===== src/rtl/mips_pkg.sv =====
// Shared definitions for the multi-cycle MIPS control path.
// Contents: opcode constants, FSM state encoding, ALU operation codes,
// ALU B / PC source select encodings (also used by the datapath muxes),
// and the packed control-word struct produced by the state decoder.
package mips_pkg;

  localparam logic [5:0] OP_RTYPE = 6'b000000;
  localparam logic [5:0] OP_LW    = 6'b100011;
  localparam logic [5:0] OP_SW    = 6'b101011;
  localparam logic [5:0] OP_BEQ   = 6'b000100;
  localparam logic [5:0] OP_J     = 6'b000010;
  localparam logic [5:0] OP_ADDI  = 6'b001000;

  typedef enum logic [3:0] {
    S_FETCH   = 4'd0,
    S_DECODE  = 4'd1,
    S_MEM_ADR = 4'd2,
    S_MEM_RD  = 4'd3,
    S_MEM_WB  = 4'd4,
    S_MEM_WR  = 4'd5,
    S_EXECUTE = 4'd6,
    S_ALU_WB  = 4'd7,
    S_BRANCH  = 4'd8,
    S_JUMP    = 4'd9,
    S_ADDI_EX = 4'd10,
    S_ADDI_WB = 4'd11
  } state_t;

  localparam logic [1:0] ALU_ADD   = 2'b00;
  localparam logic [1:0] ALU_SUB   = 2'b01;
  localparam logic [1:0] ALU_FUNCT = 2'b10;

  localparam logic [1:0] SRCB_RT     = 2'b00;
  localparam logic [1:0] SRCB_FOUR   = 2'b01;
  localparam logic [1:0] SRCB_IMM    = 2'b10;
  localparam logic [1:0] SRCB_IMM_SH = 2'b11;

  localparam logic [1:0] PCSRC_ALU    = 2'b00;
  localparam logic [1:0] PCSRC_ALUOUT = 2'b01;
  localparam logic [1:0] PCSRC_JUMP   = 2'b10;

  typedef struct packed {
    logic       pc_write;
    logic       pc_write_cond;
    logic       iord;
    logic       mem_read;
    logic       mem_write;
    logic       ir_write;
    logic       mem_to_reg;
    logic       reg_dst;
    logic       reg_write;
    logic       alu_src_a;
    logic [1:0] alu_src_b;
    logic [1:0] alu_op;
    logic [1:0] pc_source;
    logic       instr_done;
  } ctrl_t;

endpackage


===== src/rtl/mc_control_fsm_if.sv =====
// Control bus between the multi-cycle control FSM and the datapath.
// master: FSM side (consumes opcode/mem_ready, drives every select/enable).
// slave : datapath side (drives opcode/mem_ready, consumes the controls).
interface mc_control_fsm_if #(
  parameter int CNT_W = 32
);
  import mips_pkg::*;

  logic [5:0]       opcode;
  logic             mem_ready;
  logic             pc_write;
  logic             pc_write_cond;
  logic             iord;
  logic             mem_read;
  logic             mem_write;
  logic             ir_write;
  logic             mem_to_reg;
  logic             reg_dst;
  logic             reg_write;
  logic             alu_src_a;
  logic [1:0]       alu_src_b;
  logic [1:0]       alu_op;
  logic [1:0]       pc_source;
  logic             illegal_op;
  logic             instr_done;
  logic [CNT_W-1:0] instr_count;

  modport master (
    input  opcode, mem_ready,
    output pc_write, pc_write_cond, iord, mem_read, mem_write, ir_write,
           mem_to_reg, reg_dst, reg_write, alu_src_a, alu_src_b, alu_op,
           pc_source, illegal_op, instr_done, instr_count
  );

  modport slave (
    output opcode, mem_ready,
    input  pc_write, pc_write_cond, iord, mem_read, mem_write, ir_write,
           mem_to_reg, reg_dst, reg_write, alu_src_a, alu_src_b, alu_op,
           pc_source, illegal_op, instr_done, instr_count
  );

endinterface


===== src/rtl/mc_ctrl_decode.sv =====
// Combinational state -> control-word decode (Moore outputs).
// Ports: state (current FSM state), mem_ready (memory handshake, only
// affects FETCH and MEM_WR outputs), ctrl (full control word).
// Anything not set in a state stays 0; unknown encodings decode to all 0.
module mc_ctrl_decode
  import mips_pkg::*;
(
  input  state_t state,
  input  logic   mem_ready,
  output ctrl_t  ctrl
);

  always_comb begin
    ctrl = '0;
    unique case (state)
      S_FETCH: begin
        ctrl.mem_read  = 1'b1;
        ctrl.alu_src_b = SRCB_FOUR;
        ctrl.alu_op    = ALU_ADD;
        ctrl.pc_source = PCSRC_ALU;
        // IR and PC+4 only commit once the fetch actually returns.
        ctrl.ir_write  = mem_ready;
        ctrl.pc_write  = mem_ready;
      end
      S_DECODE: begin
        // Branch target precompute: PC + (imm << 2).
        ctrl.alu_src_b = SRCB_IMM_SH;
        ctrl.alu_op    = ALU_ADD;
      end
      S_MEM_ADR, S_ADDI_EX: begin
        ctrl.alu_src_a = 1'b1;
        ctrl.alu_src_b = SRCB_IMM;
        ctrl.alu_op    = ALU_ADD;
      end
      S_MEM_RD: begin
        ctrl.mem_read = 1'b1;
        ctrl.iord     = 1'b1;
      end
      S_MEM_WB: begin
        ctrl.mem_to_reg = 1'b1;
        ctrl.reg_write  = 1'b1;
        ctrl.instr_done = 1'b1;
      end
      S_MEM_WR: begin
        ctrl.mem_write  = 1'b1;
        ctrl.iord       = 1'b1;
        ctrl.instr_done = mem_ready;
      end
      S_EXECUTE: begin
        ctrl.alu_src_a = 1'b1;
        ctrl.alu_src_b = SRCB_RT;
        ctrl.alu_op    = ALU_FUNCT;
      end
      S_ALU_WB: begin
        ctrl.reg_dst    = 1'b1;
        ctrl.reg_write  = 1'b1;
        ctrl.instr_done = 1'b1;
      end
      S_BRANCH: begin
        ctrl.alu_src_a     = 1'b1;
        ctrl.alu_src_b     = SRCB_RT;
        ctrl.alu_op        = ALU_SUB;
        ctrl.pc_write_cond = 1'b1;
        ctrl.pc_source     = PCSRC_ALUOUT;
        ctrl.instr_done    = 1'b1;
      end
      S_JUMP: begin
        ctrl.pc_write   = 1'b1;
        ctrl.pc_source  = PCSRC_JUMP;
        ctrl.instr_done = 1'b1;
      end
      S_ADDI_WB: begin
        ctrl.reg_write  = 1'b1;
        ctrl.instr_done = 1'b1;
      end
      default: ctrl = '0;
    endcase
  end

endmodule


===== src/rtl/mc_control_fsm.sv =====
// Multi-cycle MIPS main control unit (lw, sw, R-type, beq, j, addi).
// Ports: clk, rst_n (synchronous, active low), bus (master side of
// mc_control_fsm_if: opcode/mem_ready in; datapath selects, enables,
// illegal_op, instr_done and instr_count out).
// Holds the state register, next-state logic, sticky illegal_op flag and
// the retired-instruction counter; output decode lives in mc_ctrl_decode.
module mc_control_fsm
  import mips_pkg::*;
#(
  parameter int CNT_W = 32
) (
  input  logic               clk,
  input  logic               rst_n,
  mc_control_fsm_if.master   bus
);

  state_t           state;
  state_t           state_nxt;
  ctrl_t            ctrl;
  ctrl_t            ctrl_g;
  logic             illegal_q;
  logic             illegal_set;
  logic [CNT_W-1:0] cnt_q;

  mc_ctrl_decode u_decode (
    .state     (state),
    .mem_ready (bus.mem_ready),
    .ctrl      (ctrl)
  );

  always_ff @(posedge clk) begin
    if (!rst_n) begin
      state     <= S_FETCH;
      illegal_q <= 1'b0;
      cnt_q     <= '0;
    end else begin
      state <= state_nxt;
      if (illegal_set)
        illegal_q <= 1'b1;
      if (ctrl.instr_done)
        cnt_q <= cnt_q + CNT_W'(1);
    end
  end

  always_comb begin
    state_nxt   = S_FETCH;
    illegal_set = 1'b0;
    unique case (state)
      S_FETCH:   state_nxt = bus.mem_ready ? S_DECODE : S_FETCH;
      S_DECODE: begin
        unique case (bus.opcode)
          OP_LW, OP_SW: state_nxt = S_MEM_ADR;
          OP_RTYPE:     state_nxt = S_EXECUTE;
          OP_BEQ:       state_nxt = S_BRANCH;
          OP_J:         state_nxt = S_JUMP;
          OP_ADDI:      state_nxt = S_ADDI_EX;
          default: begin
            state_nxt   = S_FETCH;
            illegal_set = 1'b1;
          end
        endcase
      end
      S_MEM_ADR: begin
        if (bus.opcode == OP_LW)
          state_nxt = S_MEM_RD;
        else if (bus.opcode == OP_SW)
          state_nxt = S_MEM_WR;
        else
          state_nxt = S_FETCH;
      end
      S_MEM_RD:  state_nxt = bus.mem_ready ? S_MEM_WB : S_MEM_RD;
      S_MEM_WR:  state_nxt = bus.mem_ready ? S_FETCH : S_MEM_WR;
      S_EXECUTE: state_nxt = S_ALU_WB;
      S_ADDI_EX: state_nxt = S_ADDI_WB;
      default:   state_nxt = S_FETCH;
    endcase
  end

  // While reset is held every output is forced low, so a reset that lands
  // mid-instruction cannot leak a memory, register-file or PC write.
  assign ctrl_g = rst_n ? ctrl : '0;

  assign bus.pc_write      = ctrl_g.pc_write;
  assign bus.pc_write_cond = ctrl_g.pc_write_cond;
  assign bus.iord          = ctrl_g.iord;
  assign bus.mem_read      = ctrl_g.mem_read;
  assign bus.mem_write     = ctrl_g.mem_write;
  assign bus.ir_write      = ctrl_g.ir_write;
  assign bus.mem_to_reg    = ctrl_g.mem_to_reg;
  assign bus.reg_dst       = ctrl_g.reg_dst;
  assign bus.reg_write     = ctrl_g.reg_write;
  assign bus.alu_src_a     = ctrl_g.alu_src_a;
  assign bus.alu_src_b     = ctrl_g.alu_src_b;
  assign bus.alu_op        = ctrl_g.alu_op;
  assign bus.pc_source     = ctrl_g.pc_source;
  assign bus.instr_done    = ctrl_g.instr_done;
  assign bus.illegal_op    = rst_n & illegal_q;
  assign bus.instr_count   = rst_n ? cnt_q : '0;

endmodule

===== src/flat_wrapper.sv =====
// flat-port wrapper written by rule: the top's interface ports become plain ports
module mc_control_fsm_flat import mips_pkg::*;
#(
  parameter int CNT_W = 32
)
  (clk, rst_n, bus_opcode, bus_mem_ready, bus_pc_write, bus_pc_write_cond, bus_iord, bus_mem_read, bus_mem_write, bus_ir_write, bus_mem_to_reg, bus_reg_dst, bus_reg_write, bus_alu_src_a, bus_alu_src_b, bus_alu_op, bus_pc_source, bus_illegal_op, bus_instr_done, bus_instr_count);
  mc_control_fsm_if #(.CNT_W(CNT_W)) bus_i ();
  input  logic clk;
  input  logic rst_n;
  input wire logic [$bits(bus_i.opcode)-1:0] bus_opcode;
  input wire logic [$bits(bus_i.mem_ready)-1:0] bus_mem_ready;
  output wire logic [$bits(bus_i.pc_write)-1:0] bus_pc_write;
  output wire logic [$bits(bus_i.pc_write_cond)-1:0] bus_pc_write_cond;
  output wire logic [$bits(bus_i.iord)-1:0] bus_iord;
  output wire logic [$bits(bus_i.mem_read)-1:0] bus_mem_read;
  output wire logic [$bits(bus_i.mem_write)-1:0] bus_mem_write;
  output wire logic [$bits(bus_i.ir_write)-1:0] bus_ir_write;
  output wire logic [$bits(bus_i.mem_to_reg)-1:0] bus_mem_to_reg;
  output wire logic [$bits(bus_i.reg_dst)-1:0] bus_reg_dst;
  output wire logic [$bits(bus_i.reg_write)-1:0] bus_reg_write;
  output wire logic [$bits(bus_i.alu_src_a)-1:0] bus_alu_src_a;
  output wire logic [$bits(bus_i.alu_src_b)-1:0] bus_alu_src_b;
  output wire logic [$bits(bus_i.alu_op)-1:0] bus_alu_op;
  output wire logic [$bits(bus_i.pc_source)-1:0] bus_pc_source;
  output wire logic [$bits(bus_i.illegal_op)-1:0] bus_illegal_op;
  output wire logic [$bits(bus_i.instr_done)-1:0] bus_instr_done;
  output wire logic [$bits(bus_i.instr_count)-1:0] bus_instr_count;
  assign bus_i.opcode = bus_opcode;
  assign bus_i.mem_ready = bus_mem_ready;
  assign bus_pc_write = bus_i.pc_write;
  assign bus_pc_write_cond = bus_i.pc_write_cond;
  assign bus_iord = bus_i.iord;
  assign bus_mem_read = bus_i.mem_read;
  assign bus_mem_write = bus_i.mem_write;
  assign bus_ir_write = bus_i.ir_write;
  assign bus_mem_to_reg = bus_i.mem_to_reg;
  assign bus_reg_dst = bus_i.reg_dst;
  assign bus_reg_write = bus_i.reg_write;
  assign bus_alu_src_a = bus_i.alu_src_a;
  assign bus_alu_src_b = bus_i.alu_src_b;
  assign bus_alu_op = bus_i.alu_op;
  assign bus_pc_source = bus_i.pc_source;
  assign bus_illegal_op = bus_i.illegal_op;
  assign bus_instr_done = bus_i.instr_done;
  assign bus_instr_count = bus_i.instr_count;
  mc_control_fsm #(.CNT_W(CNT_W)) u_core (.clk(clk), .rst_n(rst_n), .bus(bus_i));
endmodule

===== config.mk =====
export PLATFORM = sky130hd
export DESIGN_NAME = mc_control_fsm_flat
export DESIGN_NICKNAME = d
export VERILOG_FILES = /design/src/rtl/mips_pkg.sv /design/src/rtl/mc_control_fsm_if.sv /design/src/rtl/mc_ctrl_decode.sv /design/src/rtl/mc_control_fsm.sv /design/src/flat_wrapper.sv
export SDC_FILE = /design/constraint.sdc
export NUM_CORES = 1
export LEC_CHECK = 0
export ABC_CLOCK_PERIOD_IN_PS = 1800
export CAP_MARGIN = 5
export CORE_MARGIN = 2
export CORE_UTILIZATION = 25
export CTS_BUF_LIST = sky130_fd_sc_hd__clkbuf_8
export CTS_CLUSTER_SIZE = 20
export DETAILED_ROUTE_END_ITERATION = 6
export SYNTH_ARGS = -nofsm -noshare
export SYNTH_HDL_FRONTEND = slang
export SYNTH_SLANG_ARGS = --single-unit
export TNS_END_PERCENT = 100

===== constraint.sdc =====
create_clock -name clk -period 1.8 [get_ports clk]
set_input_delay 0.27 -clock clk [delete_from_list [all_inputs] [get_ports clk]]
set_output_delay 0.27 -clock clk [all_outputs]
set_load 0.02 [all_outputs]

==> results of run 1 <==
## layout make-up
cell class | count | share of cell area
flip-flops and latches | 37 | 0.196
inverters | 10 | 0.00999
well taps | 111 | 0.0358
multi-input cells | 249 | 0.427
clock buffers | 6 | 0.0213
clock inverters | 2 | 0.00870
repair buffers | 140 | 0.301
## routing by layer
| metal | part of all wire | track usage | wire (µm) |
|---|---|---|---|
| met1 | 0.44 | 0.176 | 3120 |
| met2 | 0.51 | 0.248 | 3610 |
| met3 | 0.049 | 0.0305 | 349 |
| met4 | 0.0062 | 0.0281 | 44 |
| met5 | 0 | 0 | 0 |
## flip-flops by register name, indices dropped and copies added (netlist names)
register	cells
u_core.cnt_q	32
u_core.state	4
u_core.illegal_q	1
## timing repair
item                       4_1_cts  5_1_grt
gates resized for setup         89       52
hold endpoints to repair         0        0
setup endpoints to repair       69       40
pin swaps                        3        3
setup buffers                    2        1
## worst max-delay path: cells and delay by family, from the launching register on
kind                   cells  cell delay (ns)
multiplexers               1             0.29
buffers and inverters      4             0.50
AO/OA/AOI/OAI              1             0.33
AND/OR/NAND/NOR            2             0.21
flip-flops                 1             0.34
## power by group through the flow
| stage | clock [mW] | combinational (mW) | sequential, mW |
|---|---|---|---|
| floorplan | 0 | 0.0763 | 0.844 |
| global route | 0.831 | 0.198 | 0.824 |
| finish | 0.758 | 0.183 | 0.824 |
| global placement | 0 | 0.179 | 0.845 |
| detailed placement | 0 | 0.181 | 0.845 |
| CTS | 0.782 | 0.180 | 0.823 |
## cells in the mapped netlist (5+ instances only)
master / count / area (µm²)
clkbuf_1: 13 / 48.8
or3_1: 13 / 81.3
dfxtp_1: 37 / 741
xnor2_1: 11 / 96.3
nand2_1: 19 / 71.3
inv_1: 9 / 33.8
o21ai_0: 18 / 90.1
or4_1: 7 / 52.6
nand3_1: 13 / 65.1
a21oi_1: 28 / 140
and2_1: 29 / 181
nor4_1: 6 / 37.5
nand4_1: 6 / 37.5
nor4b_1: 5 / 43.8
nor3_1: 11 / 55.1
nor2_1: 36 / 135
## worst paths after layout
check / startpoint / to / slack (ns) / cells past startpoint
setup / recovery: u_core.state[2] / u_core.cnt_q[20] / 0.02 / 8
hold / removal: u_core.illegal_q / u_core.illegal_q / 0.47 / 2
setup reg to reg: u_core.state[2] / u_core.cnt_q[20] / 0.02 / 8
hold reg to reg: u_core.illegal_q / u_core.illegal_q / 0.47 / 2
## cell families after synthesis
group	synth area share
simple gates	0.412
mux	0.0186
buf+inv	0.0532
compound gates	0.144
flops	0.315
xor+xnor	0.0521
fa+ha+maj	0.00532
==> results_dict.tcl, run 1 <==
set metrics [dict create \
    crit_path_top_delay_cell "dfxtp_2" \
    place_ws_ns -0.579 \
    fin_nets 453 \
    fin_crit_ns 1.78 \
    max-cap-violations 0 \
    drt-total-wl_um 7120 \
    crit_required_ns 1.99 \
    rows 35 \
    instances_no_fill 555 \
    core_um2 9200 \
    rsz0062_at_grt "yes" \
    cp_data_arrival_time_ns 1.97 \
    vias 2730 \
    final.setup_skew_ns 0.00681 \
    multi_input_area_um2 1660 \
    clockPowerShare 0.430 \
    antenna_found_initial 0 \
    die_w_um 101 \
    antenna_cells 0 \
    cp_max_fo 4 \
    cts_made_buffers 5 \
    power_density_nw_per_um2 454 \
    grt-ovfl-total 0 \
    fp.dieH_um 101 \
    pin_count 59 \
    slowest_delay_ns 0.34 \
    finalHoldViolations 0 \
    drt_first_iter_violations 84 \
    synth_edf_count 0 \
    maxSlewViolCount 0 \
    synthFlopType "dfxtp_1" \
    wire_per_inst_um 12.8 \
    p_leak_nw 1.76 \
    synthCells 316 \
    finalSetupTns_ns 0 \
    async_reset_ff_frac 0 \
    critPathLaunchType "register" \
    port_buffers 58 \
    insertion_delay_ns 0.29 \
    syn_area_um2 2350 \
    ys_ff_latch 37 \
    hold_ws_ns 0.472 \
    clkTransAtPathRegs_ns 0.08 \
    seqCellArea_um2 762 \
    final_antenna_net_count 0 \
    period_share 0.990 \
    dp_cells 544 \
    crit_top_cell "buf_4" \
    vdd_drop_max_uv 282 \
    hold_buffers 0 \
    worst_slack_ns 0.0186 \
    status "finished, final reports clean" \
    syn_area_per_cell_um2 7.44 \
    p_total_mw 1.76 \
    grt_use_total 0.141 \
    yosysWarningCount 0 \
    tightest_slew_ns 0.391 \
    clock_path_buffers 2 \
    synthToLayoutAreaGrowth_pct 65.1 \
    drive_above_1_share 0.338 \
    die_area_um2 10200 \
    cts_tree "yes" \
    grt_start_max_net_pins 18 \
    crit_chain "inv_2, buf_4, o31a_1, buf_4, nor4b_2, buf_4, nand3_4, mux2_4" \
    combPwrFrac 0.104 \
    min_path_type "reg -> reg" \
    htreeDepth 2 \
    fmax_ghz 0.561 \
    setup-violations-final 0 \
    mostFrequentLayoutCells "buf_4, nor2_1, and2_1" \
    final_common_cell "buf_4" \
    place.gp.congestion 0.876 \
    slew_headroom 0.736 \
    grt_pass1_wl_um 11700 \
    fill_cells 960 \
    via_per_inst 4.92 \
    synth.distinct_cells 48 \
    critPathCaptureType "register" \
    final_util 0.422 \
    p_sw_frac 0.233 \
    switchingPower_mw 0.410 \
    cts_num_sinks 37 \
    post-dp-hpwl_um 5320 \
    firstDrtPassIters 4 \
    drc 0 \
    dpl_cell_area_um2 3600 \
    internal_power_mw 1.35 \
    syn_nets 326 \
    crit_type "reg -> reg" \
    yosysSeqAreaShare 0.315 \
    grt_pass1_vias 2546 \
    seq_power_share 0.467 \
    cts_root_buf "clkbuf_8" \
    initial_core_util 0.256 \
    fin_area_um2 3880 \
]
(Power assumes the default switching activity.)
==> run 2, diff against run 1 <==
Settings changed: RECOVER_POWER from default to 100.
==> run 2 against run 1 <==
Against the previous run: critical path type unchanged; clock skew about the same; total power about the same; critical path depth down 2; worst setup slack worse by 0.0033 ns; fmax down 0.18%; sequential share of layout area up 0.53 points; die area unchanged.
==> results_dict.tcl, run 2 (synthesis results as in run 1) <==
set metrics [dict create \
    top_regs "u_core.cnt_q x32, u_core.state x4, u_core.illegal_q x1" \
    cts_made_buffers 5 \
    timing.rr.start "u_core.cnt_q[1]" \
    power_density_nw_per_um2 467 \
    cts_num_sinks 37 \
    final_util 0.411 \
    min_path_type "reg -> reg" \
    rrSetupSlack_ns 0.02 \
    post-dp-hpwl_um 5320 \
    crit_type "reg -> reg" \
    pin_count 59 \
    maxSlewViolCount 0 \
    place.gp.congestion 0.876 \
    tightest_slew_ns 0.391 \
    finalSetupTns_ns 0 \
    vias 2724 \
    dpl_cell_area_um2 3600 \
    max-cap-violations 0 \
    wire_per_inst_um 12.8 \
    ff2ff_path_depth 6 \
    fill_cells 977 \
    die_w_um 101 \
    period_share 0.991 \
    clkTransAtPathRegs_ns 0.08 \
    p_leak_nw 1.52 \
    cp_data_arrival_time_ns 2.02 \
    grt-ovfl-total 0 \
    drt-total-wl_um 7120 \
    grt_pass1_wl_um 11700 \
    vdd_drop_max_uv 283 \
    cts_root_buf "clkbuf_8" \
    hold_depth 2 \
    final.setup_skew_ns 0.00673 \
    insertion_delay_ns 0.29 \
    mostFrequentLayoutCells "buf_4, nor2_1, and2_1" \
    rows 35 \
    hp-start "u_core.illegal_q" \
    fp.dieH_um 101 \
    status "finished, final reports clean" \
    drc 0 \
    via_per_inst 4.91 \
    cp_max_fo 13 \
    die_area_um2 10200 \
    fin_crit_ns 1.78 \
    grt_use_total 0.141 \
    grt_start_max_net_pins 18 \
    seq_power_share 0.467 \
    rr_endpoint "u_core.cnt_q[24]" \
    final_common_cell "buf_4" \
    setup-violations-final 0 \
    antenna_cells 0 \
    critPathLaunchType "register" \
    core_um2 9200 \
    drive_above_1_share 0.336 \
    switchingPower_mw 0.411 \
    internal_power_mw 1.35 \
    rsz0062_at_grt "yes" \
    slew_headroom 0.736 \
    clockPowerShare 0.430 \
    drt_first_iter_violations 70 \
    port_buffers 58 \
    grt_pass1_vias 2546 \
    fmax_ghz 0.560 \
    final_antenna_net_count 0 \
    firstDrtPassIters 4 \
    critPathCaptureType "register" \
    finalHoldViolations 0 \
    combPwrFrac 0.103 \
    clock_path_buffers 2 \
    hold_path_end "u_core.illegal_q" \
    fin_area_um2 3780 \
    htreeDepth 2 \
    largest_reg_flops 32 \
    antenna_found_initial 0 \
    initial_core_util 0.256 \
    p_sw_frac 0.233 \
    synthToLayoutAreaGrowth_pct 60.7 \
    top_register "u_core.cnt_q" \
    cts_tree "yes" \
    crit_required_ns 2.03 \
    fin_nets 453 \
]
## run 2: layout make-up
| class | count | area (µm²) | area share |
|---|---|---|---|
| Clock inverter | 2 | 33.8 | 0.00894 |
| Tap cell | 111 | 139 | 0.0367 |
| Multi-Input combinational cell | 249 | 1660 | 0.438 |
| Sequential cell | 37 | 762 | 0.202 |
| Timing Repair Buffer | 140 | 1070 | 0.282 |
| Clock buffer | 6 | 82.6 | 0.0218 |
| Inverter | 10 | 38.8 | 0.0103 |
## run 2: layer usage
metal / track usage / up-vias / wire length (µm)
met4: 0.0281 / 0 / 42
met5: 0 / - / 0
li1: - / 1375 / -
met3: 0.0305 / 7 / 354
met1: 0.176 / 1288 / 3130
met2: 0.248 / 54 / 3590
## run 2: power by group through the flow
stage	combinational (mW)	clock (mW)	sequential [mW]
2_1_floorplan	0.0763	0	0.844
5_1_grt	0.196	0.831	0.824
3_3_place_gp	0.179	0	0.845
3_5_place_dp	0.181	0	0.845
4_1_cts	0.180	0.782	0.823
6_report	0.181	0.759	0.824
## run 2: timing repair
action | 4_1_cts | 5_1_grt
hold buffers | 0 | 0
setup buffers | 2 | 1
gates resized for setup | 89 | 52
pin swaps | 3 | 3
setup endpoints to repair | 69 | 40
## run 2: worst max path at each step
| stage | cells after the start | start | to |
|---|---|---|---|
| 2_1_floorplan | 5 | u_core.state[3] | bus_pc_source[0] |
| 3_3_place_gp | 6 | bus_mem_ready | bus_pc_write |
| 3_5_place_dp | 6 | bus_mem_ready | bus_pc_write |
| 4_1_cts | 6 | u_core.state[2] | bus_pc_write |
| 5_1_grt | 7 | u_core.state[2] | u_core.cnt_q[26] |
| 6_report | 6 | u_core.cnt_q[1] | u_core.cnt_q[24] |
## run 2: critical path, stage by stage, from the launching register on
cell	delay (ns)
dfxtp_1	0.37
ha_2	0.20
and4_4	0.23
nand3_2	0.10
buf_6	0.17
or4_1	0.52
a21oi_1	0.14
## run 2: stage by stage
stage	cells	hold WS [ns]	power (mW)	setup slack, ns
global route	555	0.505	1.85	-0.0778
detailed placement	544	0.457	1.03	-0.579
floorplan	316	0.429	0.920	-0.0762
finish	555	0.472	1.76	0.0153
global placement	544	0.462	1.02	-0.521
CTS	554	0.478	1.78	-0.125
